<file path="config.mk">
export PLATFORM = sky130hd
export DESIGN_NAME = serial_div
export DESIGN_NICKNAME = d
export VERILOG_FILES = /design/src/rtl/serial_div.sv
export SDC_FILE = /design/constraint.sdc
export NUM_CORES = 1
export LEC_CHECK = 0
export BUFFER_PORTS_ARGS = -buffer_cell sky130_fd_sc_hd__buf_2
export CORE_UTILIZATION = 58
export CTS_CLUSTER_DIAMETER = 150
export DETAILED_ROUTE_END_ITERATION = 16
export HOLD_SLACK_MARGIN = 0.08
export PLACE_DENSITY_LB_ADDON = 0.25
export SYNTH_ARGS = -nofsm -noshare
export SYNTH_HDL_FRONTEND = slang
export SYNTH_SLANG_ARGS = --single-unit
</file>
<file path="constraint.sdc">
create_clock -name clk -period 3 [get_ports clk]
set_clock_uncertainty 0.05 [all_clocks]
set_input_delay 0.75 -clock clk [delete_from_list [all_inputs] [get_ports clk]]
set_output_delay 0.75 -clock clk [all_outputs]
set_load 0.02 [all_outputs]
</file>
<file path="src/rtl/serial_div.sv">
// Serial restoring divider for signed operands: one quotient bit per clock,
// start/data_ready handshake, truncating quotient and remainder signed like a.
module serial_div #(
    parameter int N_BITS_A = 8,
    parameter int N_BITS_B = 8
) (
    input  logic                reset,
    input  logic                clk,
    input  logic [N_BITS_A-1:0] a,
    input  logic [N_BITS_B-1:0] b,
    input  logic                start,
    output logic                data_ready,
    output logic [N_BITS_A-1:0] quotient,
    output logic [N_BITS_B-1:0] remainder,
    output logic                div_by_zero,
    output logic                overflow
);

    localparam int CW = $clog2(N_BITS_A + 1);
    localparam logic [N_BITS_A:0] A_MIN_MAG = {2'b01, {(N_BITS_A-1){1'b0}}};

    typedef enum logic [1:0] {IDLE, RUN, FIX} state_t;

    state_t              state_reg;
    logic [CW-1:0]       count_reg;
    logic [N_BITS_A-1:0] work_reg;     // |a| shifts out the top, quotient bits shift in
    logic [N_BITS_B:0]   partial_reg;
    logic [N_BITS_B:0]   abs_b_reg;
    logic                sign_a_reg;
    logic                neg_q_reg;
    logic                zero_reg;
    logic                ovf_reg;

    logic [N_BITS_A:0]   a_ext, abs_a;
    logic [N_BITS_B:0]   b_ext, abs_b;
    logic [N_BITS_B+1:0] shifted, diff;
    logic                fits, start_ovf;

    always_comb begin
        a_ext     = {a[N_BITS_A-1], a};
        abs_a     = a[N_BITS_A-1] ? -a_ext : a_ext;
        b_ext     = {b[N_BITS_B-1], b};
        abs_b     = b[N_BITS_B-1] ? -b_ext : b_ext;
        // Only the most negative dividend has magnitude 2^(N-1)
        start_ovf = (abs_a == A_MIN_MAG) && (b == {N_BITS_B{1'b1}});
        shifted   = {partial_reg, work_reg[N_BITS_A-1]};
        diff      = shifted - {1'b0, abs_b_reg};
        fits      = ~diff[N_BITS_B+1];
    end

    always_ff @(posedge clk or negedge reset) begin
        if (!reset) begin
            state_reg   <= IDLE;
            count_reg   <= '0;
            work_reg    <= '0;
            partial_reg <= '0;
            abs_b_reg   <= '0;
            sign_a_reg  <= 1'b0;
            neg_q_reg   <= 1'b0;
            zero_reg    <= 1'b0;
            ovf_reg     <= 1'b0;
            data_ready  <= 1'b1;
            quotient    <= '0;
            remainder   <= '0;
            div_by_zero <= 1'b0;
            overflow    <= 1'b0;
        end else begin
            case (state_reg)
                IDLE: begin
                    if (start) begin
                        sign_a_reg  <= a[N_BITS_A-1];
                        neg_q_reg   <= a[N_BITS_A-1] ^ b[N_BITS_B-1];
                        work_reg    <= abs_a[N_BITS_A-1:0];
                        abs_b_reg   <= abs_b;
                        partial_reg <= '0;
                        count_reg   <= CW'(N_BITS_A);
                        zero_reg    <= (b == '0);
                        ovf_reg     <= start_ovf;
                        div_by_zero <= 1'b0;
                        overflow    <= 1'b0;
                        data_ready  <= 1'b0;
                        state_reg   <= (b == '0) ? FIX : RUN;
                    end
                end
                RUN: begin
                    partial_reg <= fits ? diff[N_BITS_B:0] : shifted[N_BITS_B:0];
                    work_reg    <= {work_reg[N_BITS_A-2:0], fits};
                    count_reg   <= count_reg - CW'(1);
                    if (count_reg == CW'(1))
                        state_reg <= FIX;
                end
                FIX: begin
                    if (zero_reg) begin
                        quotient  <= '1;
                        remainder <= '0;
                    end else begin
                        quotient  <= neg_q_reg ? -work_reg : work_reg;
                        remainder <= sign_a_reg ? -partial_reg[N_BITS_B-1:0]
                                                : partial_reg[N_BITS_B-1:0];
                    end
                    div_by_zero <= zero_reg;
                    overflow    <= ovf_reg;
                    data_ready  <= 1'b1;
                    state_reg   <= IDLE;
                end
                default: state_reg <= IDLE;
            endcase
        end
    end

endmodule

</file>
==> flow_summary.toml <==
[critical_path]
timing.critical_path.fanout_max = 12
crit_arrival_ns = 2.64
critPathCaptureType = "flip-flop"
critical_path_class = "flip-flop to flip-flop"
worstPathRequired_ns = 3.13
start_kind = "flip-flop"
worst_reg_to_reg_path_cell_count = 7

[timing]
timing.fmax_ghz = 0.3979
timing.final.crit_period_ns = 2.513
worst_slack_on_hold_paths_ns = 0.2991
finalSetupTns_ns = 0
tightestPinTransition_ns = 0.8836
timing_max_transition_violations_final = 0
grt_setup_unrepaired = "false"
finalHoldViolations = 0
setup_viol_count_final = 0
slew_headroom_pct = 40.98
final.period_utilization_pct = 83.78

[pwr]
irDropWorstVdd_mv = 0.5165
switching_share_pct = 45.58
portion_of_total_power_attributed_to_the_clock_network_pct = 10.2
pwr-share-seq_pct = 33.2
internal-power_mw = 2.290
combinationalPowerShare_pct = 56.5
p_sw_mw = 1.918
power.density_nw_per_um2 = 1168
p_leak_nw = 1.672

[clock_tree]
clkSinkCount = 55
cts_buffer_depth = 2
postCtsHoldBufs = 0
h_tree_lvls = 2
clock_tree.root_cell = "sky130_fd_sc_hd__clkbuf_8"
worst_skew_pair.late_latency_ns = 0.31
worst_setup_hold_path_clk_slew_ns = 0.09
numCtsBuffers = 5
cts_tree = "done"

[global_route]
grt.total_usage_pct = 25.33
grt_first_pass_wirelength_mm = 11.98
antenna_found_initial = 0
pin_count_of_the_biggest_net_entering_global_routing = 22
grt_overflow = 0
number_of_global_route_vias_before_repair = 2591

[place]
dpl.hpwl_mm = 5.357
place_congestion = 0.9359
numPortBuffers = 37
post_dp_cell_area_um2 = 3501

[detailed_routing]
drc = 0
drt-wirelength-per-cell_um = 14.98
route.vias.total = 2681
post_drt_via_cell_ratio = 5.790
drt.antenna.violating_nets = 0
detail_route.wirelength_mm = 6.938
detailedRoute.firstPassIterationCount = 4
first_iter_violations = 125

[synth]
yosys_register_bits = 55
yosysSeqAreaShare_pct = 42.17
synthesis.yosys.warnings = 0
synth_area_per_cell_um2 = 9.075
ys_async_sr_fraction_pct = 100.0
netlist-cell-type-count = 49
post_synth_instance_area_um2 = 3267
syn_inst = 360
synth_edf_count = 0
postSynth.topFlopCell = "sky130_fd_sc_hd__dfrtp_1"
postSynthNetCount = 396

[floorplanning]
core-area_um2 = 5270
die_area_um2 = 5937
die-width_um = 77.05
num_rows = 26
start_util_pct = 61.99
num_io_pins = 38
die_y_um = 77.05

[hold_path]
worst_hold_path_type = "input port to async pin"

[finish]
layout-area-overhead-vs-synth_pct = 10.26
postLayoutCoreUtil_pct = 68.35
post-route-cell-area_um2 = 3602
fillers = 442
mostFrequentLayoutCell = "sky130_fd_sc_hd__nand2_1"
drive_above_1_share_pct = 15.01
num_antenna_cells = 0
finish.net_count = 428
final_cell_mix = "sky130_fd_sc_hd__nand2_1, sky130_fd_sc_hd__dfrtp_1, sky130_fd_sc_hd__buf_2"

[status]
outcome = "finished clean"

[job]
drv.max_cap_violation_count = 0
-- final timing paths --
| check | startpoint | to | slack, ns |
|---|---|---|---|
| setup / recovery | partial_reg[6] | partial_reg[4] | 0.49 |
| hold / removal | reset | remainder[7] | 0.30 |
| setup reg to reg | partial_reg[6] | partial_reg[4] | 0.49 |
| hold reg to reg | quotient[0] | quotient[0] | 0.43 |
| max in group asynchronous | reset | data_ready | 1.96 |
| min in group clk | quotient[0] | quotient[0] | 0.43 |
-- kinds of logic after synthesis --
logic type | count (synthesis) | share of synthesized area (%)
simple gates | 125 | 17.81
compound gates | 89 | 18.73
flops | 55 | 42.17
buf+inv | 38 | 4.634
xor+xnor | 29 | 7.775
fa+ha+maj | 17 | 6.741
mux | 7 | 2.145
-- what timing repair did --
item                                    in CTS  in global routing
endpoints found under the setup margin       0                  6
buffers inserted                             0                  0
gates resized for setup                      0                  1
hold endpoints to repair                     0                  0
-- power by group through the flow --
stage | combinational (mW) | sequential [mW] | clock, mW
floorplan | 1.77 | 1.44 | 0
global placement | 2.27 | 1.39 | 0
detailed placement | 2.34 | 1.41 | 0
CTS | 2.37 | 1.39 | 0.435
global route | 2.65 | 1.44 | 0.469
finish | 2.38 | 1.40 | 0.431
-- stage by stage --
step / worst slack, ns / power, mW / std cells
global placement: 0.3714 / 3.657 / 455
global route: 0.2501 / 4.563 / 463
CTS: 0.2406 / 4.195 / 463
detailed placement: 0.2648 / 3.749 / 455
floorplan: 0.9008 / 3.218 / 360
finish: 0.4865 / 4.207 / 463
-- layer usage --
metal / vias to the layer above / track usage (%) / part of all wire [%]
met1: 1282 / 34.79 / 47
met5: - / 0 / 0
li1: 1318 / - / -
met2: 75 / 43.04 / 49
met4: 0 / 4.717 / 0.61
met3: 6 / 3.571 / 4.3
-- critical path, cell delays in order, from the launching register on --
cell                       delay [ns]
sky130_fd_sc_hd__dfrtp_1         0.45
sky130_fd_sc_hd__ha_1            0.39
sky130_fd_sc_hd__a211oi_1        0.22
sky130_fd_sc_hd__nand2_1         0.10
sky130_fd_sc_hd__o21ai_0         0.18
sky130_fd_sc_hd__nor3b_4         0.64
sky130_fd_sc_hd__mux2i_1         0.28
sky130_fd_sc_hd__o21ai_1         0.08
-- cell usage after synthesis, types with 3 or more instances --
cell type                  instances  area (µm²)
sky130_fd_sc_hd__nand2_1          59       221.5
sky130_fd_sc_hd__dfrtp_1          54        1351
sky130_fd_sc_hd__o21ai_0          28       140.1
sky130_fd_sc_hd__inv_1            22       82.58
sky130_fd_sc_hd__nor2_1           20       75.07
sky130_fd_sc_hd__xnor2_1          17       148.9
sky130_fd_sc_hd__ha_1             16       200.2
sky130_fd_sc_hd__a21oi_1          13       65.06
sky130_fd_sc_hd__clkbuf_1         12       45.04
sky130_fd_sc_hd__xor2_1           12       105.1
sky130_fd_sc_hd__nand2b_1         10       62.56
sky130_fd_sc_hd__a22o_1            9       78.83
sky130_fd_sc_hd__o31ai_1           9       67.56
sky130_fd_sc_hd__nor3_1            8       40.04
sky130_fd_sc_hd__mux2i_1           7       70.07
sky130_fd_sc_hd__nand3_1           7       35.03
sky130_fd_sc_hd__a22oi_1           5       37.54
sky130_fd_sc_hd__nor2b_1           5       31.28
sky130_fd_sc_hd__or3_1             4       25.02
sky130_fd_sc_hd__a211oi_1          3       22.52
sky130_fd_sc_hd__nor4_1            3       18.77
sky130_fd_sc_hd__o21ai_1           3       15.01
-- area by class of cell --
cell class	count	area, µm²	area share, %
inverters	22	82.58	2.292
flip-flops and latches	55	1378	38.24
multi-input cells	267	1744	48.42
clock inverters	1	8.758	0.2431
well taps	70	87.58	2.431
repair buffers	41	215.2	5.974
clock buffers	7	86.33	2.397
(Power assumes the default switching activity.)
